## src/rtl/fdc_spi_host.sv

```systemverilog
// Host-side SPI master for the floppy-controller SRAM bridge.
// Serializes ADDR/WRITE/READ commands as mode-0 SPI transactions.
module fdc_spi_host #(
  parameter int CLK_DIV    = 6,
  parameter int SS_SETUP   = 4,
  parameter int GAP_CYCLES = 32
) (
  input  logic        clock_50,
  input  logic        reset,
  input  logic        cmd_valid,
  output logic        cmd_ready,
  input  logic [1:0]  cmd_op,
  input  logic [15:0] cmd_addr,
  input  logic [7:0]  cmd_wdata,
  output logic        rsp_valid,
  output logic [7:0]  rsp_data,
  output logic [15:0] cur_addr,
  output logic        busy,
  output logic        sclk,
  output logic        mosi,
  input  logic        miso,
  output logic        ss
);

  typedef enum logic [2:0] {
    IDLE, SETUP, SHIFT, GAP, HOLD, RELEASE
  } state_t;

  localparam logic [1:0] OP_NOP  = 2'b00;
  localparam logic [1:0] OP_ADDR = 2'b01;
  localparam logic [1:0] OP_WR   = 2'b10;
  localparam logic [1:0] OP_RD   = 2'b11;

  localparam int TMAX = (GAP_CYCLES > SS_SETUP) ? GAP_CYCLES : SS_SETUP;
  localparam int TW   = $clog2(TMAX + 1);
  localparam int PW   = $clog2(CLK_DIV + 1);

  localparam logic [TW-1:0] T_SS  = TW'(SS_SETUP - 1);
  localparam logic [TW-1:0] T_GAP = TW'(GAP_CYCLES - 1);
  localparam logic [TW-1:0] T_ONE = TW'(1);
  localparam logic [PW-1:0] P_END = PW'(CLK_DIV - 1);
  localparam logic [PW-1:0] P_ONE = PW'(1);

  state_t        state, nxt;
  logic [TW-1:0] tcnt;
  logic [PW-1:0] phase;
  logic          hi;
  logic [2:0]    bitcnt;
  logic [1:0]    bytecnt;
  logic [1:0]    op;
  logic [15:0]   addr_l;
  logic [7:0]    shreg;
  logic [15:0]   pend;
  logic [7:0]    rx;

  logic accept, ph_end, byte_end;

  assign cmd_ready = (state == IDLE);
  assign busy      = ~cmd_ready;
  assign accept    = cmd_valid & cmd_ready;
  assign ph_end    = (phase == P_END);
  assign byte_end  = hi & ph_end & (bitcnt == 3'd7);
  assign sclk      = (state == SHIFT) & hi;
  assign mosi      = shreg[7];
  assign ss        = (state == IDLE) | (state == RELEASE);

  always_ff @(posedge clock_50) begin
    if (reset) state <= IDLE;
    else       state <= nxt;
  end

  always_comb begin
    nxt = state;
    unique case (state)
      IDLE:    if (accept && cmd_op != OP_NOP) nxt = SETUP;
      SETUP:   if (tcnt == T_SS) nxt = SHIFT;
      SHIFT:   if (byte_end) nxt = (bytecnt != 2'd0) ? GAP : HOLD;
      GAP:     if (tcnt == T_GAP) nxt = SHIFT;
      HOLD:    if (tcnt == T_SS) nxt = RELEASE;
      RELEASE: if (tcnt == T_SS) nxt = IDLE;
      default: nxt = IDLE;
    endcase
  end

  always_ff @(posedge clock_50) begin
    if (reset) begin
      tcnt      <= '0;
      phase     <= '0;
      hi        <= 1'b0;
      bitcnt    <= 3'd0;
      bytecnt   <= 2'd0;
      op        <= OP_NOP;
      addr_l    <= 16'h0000;
      shreg     <= 8'h00;
      pend      <= 16'h0000;
      rx        <= 8'h00;
      rsp_valid <= 1'b0;
      rsp_data  <= 8'h00;
      cur_addr  <= 16'h0000;
    end else begin
      rsp_valid <= 1'b0;
      tcnt      <= (nxt != state) ? '0 : tcnt + T_ONE;
      unique case (state)
        IDLE: begin
          if (nxt == SETUP) begin
            op     <= cmd_op;
            addr_l <= cmd_addr;
            phase  <= '0;
            hi     <= 1'b0;
            bitcnt <= 3'd0;
            unique case (1'b1)
              cmd_op == OP_ADDR: begin
                shreg   <= 8'h01;
                pend    <= cmd_addr;
                bytecnt <= 2'd2;
              end
              cmd_op == OP_WR: begin
                shreg   <= 8'h02;
                pend    <= {cmd_wdata, 8'h00};
                bytecnt <= 2'd1;
              end
              default: begin
                shreg   <= 8'h03;
                pend    <= 16'h0000;
                bytecnt <= 2'd1;
              end
            endcase
          end
        end
        SHIFT: begin
          if (ph_end) begin
            phase <= '0;
            hi    <= ~hi;
            // rising sclk samples miso; falling edge advances mosi
            if (!hi) begin
              rx <= {rx[6:0], miso};
            end else begin
              shreg  <= {shreg[6:0], 1'b0};
              bitcnt <= bitcnt + 3'd1;
            end
          end else begin
            phase <= phase + P_ONE;
          end
          if (byte_end) bytecnt <= bytecnt - 2'd1;
        end
        GAP: begin
          if (nxt == SHIFT) begin
            shreg <= pend[15:8];
            pend  <= {pend[7:0], 8'h00};
          end
        end
        HOLD: begin
          if (nxt == RELEASE && op == OP_RD) begin
            rsp_valid <= 1'b1;
            rsp_data  <= rx;
          end
        end
        RELEASE: begin
          if (nxt == IDLE) begin
            if (op == OP_ADDR) cur_addr <= addr_l;
            else               cur_addr <= cur_addr + 16'd1;
          end
        end
        default: ;
      endcase
    end
  end

endmodule

```

## config.mk

```make
export PLATFORM = sky130hd
export DESIGN_NAME = fdc_spi_host
export DESIGN_NICKNAME = d
export VERILOG_FILES = /design/src/rtl/fdc_spi_host.sv
export SDC_FILE = /design/constraint.sdc
export NUM_CORES = 1
export LEC_CHECK = 0
export BUFFER_PORTS_ARGS = -buffer_cell sky130_fd_sc_hd__buf_2
export CORE_AREA = 3 3 137 139
export CTS_BUF_LIST = sky130_fd_sc_hd__clkbuf_8
export CTS_CLUSTER_DIAMETER = 120
export DETAILED_ROUTE_END_ITERATION = 10
export DIE_AREA = 0 0 140 142
export SETUP_SLACK_MARGIN = 0.05
export SKIP_CTS_REPAIR_TIMING = 1
export SLEW_MARGIN = 5
export SYNTH_ARGS = -nofsm -noshare
export SYNTH_HDL_FRONTEND = slang
export SYNTH_SLANG_ARGS = --single-unit
export TNS_END_PERCENT = 10
```

## constraint.sdc

```tcl
create_clock -name clock_50 -period 1.7 [get_ports clock_50]
set_input_delay 0.085 -clock clock_50 [delete_from_list [all_inputs] [get_ports clock_50]]
set_output_delay 0.085 -clock clock_50 [all_outputs]
set_load 0.05 [all_outputs]
```

==> results_dict.tcl, run 1 <==
set metrics [dict create \
    worst_pin_slew_ns 0.4799 \
    drcViolationCount 0 \
    cap_violations 0 \
    r2r-end "tcnt[0]$_SDFF_PP0_" \
    place_area_um2 5366 \
    p_per_area_nw_per_um2 725.8 \
    start_util_pct 24.85 \
    r2r_cells 6 \
    cts.path.max_buffers 2 \
    synth_top_family_by_area "simple AND/OR/NAND/NOR gates" \
    synthAdderAreaFrac_pct 2.832 \
    clock_latency_ns 0.37 \
    fin_util_pct 33.84 \
    yosysSeqAreaShare_pct 42.14 \
    synthArstFlopShare_pct 0 \
    fin_worst_skew_ns 0.009041 \
    die_width_um 140 \
    globalRouteTotalUtil_pct 11.84 \
    fp.coreArea_um2 17780 \
    synth.distinct_cells 56 \
    setup.worst_path.end "tcnt[0]$_SDFF_PP0_" \
    r2r_setup_slack_ns -0.06 \
    fin_area_um2 6016 \
    cts_tree "done" \
    dr.pass1.iters 4 \
    synthFlopType "dfxtp_1" \
    fin_crit_sh_pct 103.3 \
    synth-edff-count 0 \
    layout-drive-gt1-share_pct 28.82 \
    syn_nets 568 \
    yosys.cell_count.top_type "dfxtp_1" \
    synth_top_area_share_pct 42.14 \
    htree_levels 3 \
    grt_pass1_wl_um 19530 \
    hpwl_um 8469 \
    gp_congestion 0.7778 \
    area_delta_synth_final_pct 36.17 \
    die_h_um 142 \
    ys_top_cells_by_count "dfxtp_1, nor2_1, nand2_1, a21oi_1, mux2i_1" \
    antennaDiodeCount 0 \
    cts-root-buf "clkbuf_8" \
    maxSlewViolCount 0 \
    drtIter0Drc 242 \
    post-route-worst-setup-slack_ns -0.05526 \
    io_buffers 59 \
    antenna_found_initial 0 \
    viasPerCell 4.674 \
    cts_inserted_buffers 9 \
    synth_top_cells_by_area "dfxtp_1, mux2i_1, nor2_1" \
    rsz0062_at_grt "yes" \
    critPathRequiredTime_ns 1.95 \
    period_minus_slack_ns 1.755 \
    rr_startpoint "tcnt[1]$_SDFF_PP0_" \
    routed_wl_um 12240 \
    crit_path_start_kind "flip-flop" \
    status "finished, violations left" \
    grt_max_degree 33 \
    synthMuxAreaShare_pct 6.825 \
    clock_sinks 93 \
    slew_headroom_pct 68.01 \
    synth_xor_area_share_pct 1.189 \
    post_synth_instance_area_um2 4418 \
    syn_inst 528 \
    p_leak_nw 2.323 \
    syn_area_per_cell_um2 8.367 \
    violations "setup timing" \
    fmax_mhz 569.7 \
    ys_warn_count 0 \
    path_clk_slew_ns 0.10 \
    wl_per_cell_um 14.05 \
    cp_max_fo 6 \
    antenna_left 0 \
    worstSetupEndpointType "flip-flop" \
    die_area_um2 19880 \
    gr-total-overflow 0 \
    setup_viol 11 \
    row_count 49 \
    ys_seq_elements 93 \
    synth-compound-area-share_pct 18.35 \
    dr_total_vias 4071 \
    worstSetupPathType "flip-flop to flip-flop" \
    cp_data_arrival_time_ns 2.00 \
    fin_nets 678 \
    startpoint "tcnt[1]$_SDFF_PP0_" \
    pin_count 60 \
    first_global_vias 3828 \
    yosysTopAreaCell "dfxtp_1" \
    vdd.ir_drop.worst_mv 0.4108 \
    worstHoldPathType "input pin to flip-flop" \
    finalHoldViolations 0 \
    synth-simple-area-share_pct 24.16 \
]
## power breakdown
part           total, W  internal, W  leakage (nW)  switching [W]
clock network   0.00147     0.000675         0.101       0.000795
registers       0.00229      0.00224         0.756      0.0000498
logic          0.000604     0.000267          1.47       0.000337
## registers in the layout (all words and copies together) (netlist names)
| signal | count |
|---|---|
| bytecnt | 2 |
| rsp_valid | 1 |
| shreg | 8 |
| tcnt | 6 |
| phase | 3 |
| hi | 1 |
| state | 3 |
| rx | 8 |
| op | 2 |
| rsp_data | 8 |
| pend | 16 |
| bitcnt | 3 |
| addr_l | 16 |
| cur_addr | 16 |
## cell families (layout without fill, tap and decap cells)
logic type | Yosys count | after routing
AO/OA/AOI/OAI | 126 | 126
XOR/XNOR | 6 | 6
adder cells (fa/ha/maj) | 10 | 10
buffers and inverters | 42 | 156
flip-flops | 93 | 93
multiplexers | 30 | 30
AND/OR/NAND/NOR | 221 | 221
## per-layer routing
| metal | global-route usage (%) | wire length (um) | vias up |
|---|---|---|---|
| li1 | - | - | 2084 |
| met3 | 3.091 | 635 | 8 |
| met2 | 18.44 | 5610 | 91 |
| met5 | 0 | 0 | - |
| met4 | 2.703 | 93 | 0 |
| met1 | 16.56 | 5902 | 1888 |
## worst min path at each step
stage	startpoint	endpoint	slack (ns)	cells after the start
after CTS	miso	rx[0]$_SDFFE_PP0P_	-0.06	3
final	cmd_addr[13]	addr_l[13]$_SDFFE_PP0P_	0.007	3
after global routing	cmd_addr[13]	addr_l[13]$_SDFFE_PP0P_	0.007	3
after global placement	miso	rx[0]$_SDFFE_PP0P_	0.32	3
after detailed placement	miso	rx[0]$_SDFFE_PP0P_	0.33	3
after floorplan	cmd_addr[0]	pend[0]$_SDFFE_PP0P_	0.22	2
## layout by cell type, fill, tap and decap left out, drive strengths merged, types with 2 or more instances in the layout
cell	Yosys	final
buf	17	115
dfxtp	93	93
nor2	78	78
nand2	63	63
a21oi	46	46
mux2i	29	29
o21ai	21	21
nand3	17	17
dlygate4sd3	0	16
nor3	16	16
a211oi	15	15
a22oi	13	13
clkbuf	17	11
nand2b	10	10
ha	10	10
inv	8	10
nor2b	6	6
nand3b	5	5
and3	5	5
nor3b	5	5
nand4	4	4
a31oi	4	4
xor2	4	4
a21o	4	4
and2	3	3
nand4b	3	3
a31o	3	3
a22o	3	3
o31ai	3	3
a211o	3	3
clkinv	0	3
a41oi	2	2
xnor2	2	2
a32o	2	2
o221ai	2	2
a311oi	2	2
## cell type report
| type | count | area (um^2) |
|---|---|---|
| Clock inverter | 6 | 65.06 |
| Clock buffer | 9 | 123.9 |
| Inverter | 8 | 32.53 |
| Sequential cell | 93 | 1869 |
| Timing Repair Buffer | 133 | 1059 |
| Fill cell | 1877 | 11760 |
| Multi-Input combinational cell | 393 | 2580 |
| Tap cell | 229 | 286.5 |
## through the flow
stage,setup WS (ns),instances,TNS [ns],hold slack [ns],total power (W)
detailed placement,-0.1622,836,-1.333,0.3311,0.002860
finish,-0.05526,871,-0.2707,0.007069,0.004366
global placement,-0.1459,836,-0.8532,0.3231,0.002859
floorplan,-0.2427,528,-8.806,0.2154,0.002670
global route,-0.1653,871,-2.438,0.007482,0.004602
CTS,-0.1853,851,-1.828,-0.05970,0.004352
## critical path: stages, from the launching register on
cell and delay, ns:
dfxtp_2 0.36, ha_4 0.14, nor3b_4 0.26, a311oi_2 0.17, o221ai_4 0.31, xor2_4 0.31
nor3_2 0.09
Power figures use the tool's default switching activity.
==> inputs of run 2 (changes only) <==
--- a/config.mk
+++ b/config.mk
@@ -6,11 +6,12 @@
 export NUM_CORES = 1
 export LEC_CHECK = 0
 export BUFFER_PORTS_ARGS = -buffer_cell sky130_fd_sc_hd__buf_2
-export CORE_AREA = 3 3 137 139
+export CORE_AREA = 4 4 100 102
 export CTS_BUF_LIST = sky130_fd_sc_hd__clkbuf_8
 export CTS_CLUSTER_DIAMETER = 120
 export DETAILED_ROUTE_END_ITERATION = 10
-export DIE_AREA = 0 0 140 142
+export DIE_AREA = 0 0 104 106
+export PLACE_DENSITY = 0.72
 export SETUP_SLACK_MARGIN = 0.05
 export SKIP_CTS_REPAIR_TIMING = 1
 export SLEW_MARGIN = 5
==> results_dict.tcl, run 2 (synthesis results as in run 1) <==
set metrics [dict create \
    worstSetupPathType "flip-flop to flip-flop" \
    final_common_cell "dfxtp_1" \
    cp_max_fo 6 \
    rsz0062_at_grt "yes" \
    fp.coreArea_um2 9109 \
    die_width_um 104 \
    start_util_pct 48.50 \
    rr_startpoint "tcnt[0]$_SDFF_PP0_" \
    fmax_mhz 570.9 \
    fin_crit_sh_pct 103.0 \
    r2r-end "tcnt[5]$_SDFF_PP0_" \
    period_minus_slack_ns 1.752 \
    grt_pass1_wl_um 18330 \
    drcViolationCount 0 \
    startpoint "tcnt[0]$_SDFF_PP0_" \
    fin_worst_skew_ns 0.01176 \
    seqPwrFrac_pct 51.3 \
    wl_per_cell_um 15.43 \
    drtIter0Drc 287 \
    critPathRequiredTime_ns 1.95 \
    violations "hold timing, setup timing" \
    setup_viol 8 \
    slew_headroom_pct 67.82 \
    first_global_vias 3855 \
    cap_violations 0 \
    cts_inserted_buffers 9 \
    crit_path_start_kind "flip-flop" \
    largest_registers "addr_l x16, cur_addr x16, pend x16" \
    r2r_setup_slack_ns -0.05 \
    pin_count 60 \
    die_area_um2 11020 \
    htree_levels 3 \
    path_clk_slew_ns 0.09 \
    worstHoldPathType "input pin to flip-flop" \
    viasPerCell 5.618 \
    maxSlewViolCount 0 \
    worstSetupEndpointType "flip-flop" \
    cp_data_arrival_time_ns 2.00 \
    power.switching_w 0.001185 \
    fin_util_pct 62.20 \
    clock_sinks 93 \
    finalHoldViolations 2 \
    antennaDiodeCount 0 \
    final_cells 733 \
    switching_share_pct 26.60 \
    cts_tree "done" \
    place_inst 700 \
    row_count 35 \
    place_area_um2 5069 \
    cts.path.max_buffers 2 \
    clock_latency_ns 0.36 \
    tns_ns -0.2929 \
    setup.worst_path.end "tcnt[5]$_SDFF_PP0_" \
    p_per_area_nw_per_um2 786.5 \
    antenna_found_initial 0 \
    dr.pass1.iters 5 \
    status "finished, violations left" \
    gp_congestion 0.8740 \
    die_h_um 106 \
    dr_total_vias 4118 \
    fillers 787 \
    post-route-worst-setup-slack_ns -0.05176 \
    final_cell_mix "dfxtp_1, nor2_1, nand2_1, buf_2, a21oi_1" \
    worst_pin_slew_ns 0.4827 \
    area_delta_synth_final_pct 28.24 \
    p_leak_nw 2.188 \
    cts-root-buf "clkbuf_8" \
    grt_max_degree 39 \
    gr-total-overflow 0 \
    p_total_w 0.004456 \
    r2r_cells 7 \
    vdd.ir_drop.worst_mv 0.7226 \
    globalRouteTotalUtil_pct 19.97 \
    comb_power_share_pct 13.3 \
    whs_ns -0.007029 \
    antenna_left 0 \
    hpwl_um 7707 \
    routed_wl_um 11310 \
    fin_nets 657 \
    io_buffers 59 \
    fin_area_um2 5665 \
    internal-power_w 0.003271 \
    layout-drive-gt1-share_pct 26.53 \
    p_clk_share_pct 35.4 \
]
run 2: cell types whose count changed in the layout (fill, tap and decap cells not counted), moves of 3 or more:
cell / previous run / this run
nand3_2: 3 / 0
buf_4: 42 / 29
nand3_1: 14 / 17
dlygate4sd3_1: 16 / 12
run 2: worst min path at each step:
stage	start	to	slack, ns	cells past startpoint
6_report	cmd_addr[1]	pend[1]$_SDFFE_PP0P_	-0.007	3
3_5_place_dp	miso	rx[0]$_SDFFE_PP0P_	0.34	3
3_3_place_gp	miso	rx[0]$_SDFFE_PP0P_	0.32	3
4_1_cts	miso	rx[0]$_SDFFE_PP0P_	-0.05	3
5_1_grt	cmd_addr[13]	addr_l[13]$_SDFFE_PP0P_	0.005	3
2_1_floorplan	cmd_addr[0]	pend[0]$_SDFFE_PP0P_	0.22	2
run 2: power by group through the flow:
stage | Clock, W | Combinational, W | Sequential [W]
final | 0.00158 | 0.000594 | 0.00228
after global routing | 0.00171 | 0.000657 | 0.00229
after CTS | 0.00162 | 0.000506 | 0.00228
after detailed placement | 0 | 0.000502 | 0.00233
after global placement | 0 | 0.000490 | 0.00233
after floorplan | 0 | 0.000344 | 0.00233
run 2: stage by stage:
stage               setup WS, ns  hold slack (ns)
floorplan                -0.2427           0.2154
global placement         -0.1439           0.3223
detailed placement       -0.1977           0.3387
CTS                      -0.2269         -0.04582
global route             -0.1237         0.005183
finish                  -0.05176        -0.007029
run 2: final cells by class:
type                       instances  area (um^2)  share of cell area, %
timing repair buffer             112        849.6                  15.00
multi-input combinational        393         2559                  45.16
tap                              111        138.9                  2.451
clock inverter                     5        66.31                  1.170
clock buffer                      11        151.4                  2.672
inverter                           8        32.53                 0.5742
sequential                        93         1868                  32.97
run 2: metal layers:
metal	vias up	global-route usage, %	wire [um]
met5	-	0	0
met4	0	6.363	182
met3	15	3.764	475
met2	104	33.61	5639
met1	1954	25.98	5015
li1	2045	-	-
run 2: critical path, stage by stage, from the launching register on:
cell and delay, ns:
dfxtp_2 0.37, ha_4 0.14, nor3b_4 0.32, a311oi_2 0.17, o221ai_2 0.26, xor2_2 0.18
buf_6 0.16, nor3_2 0.05
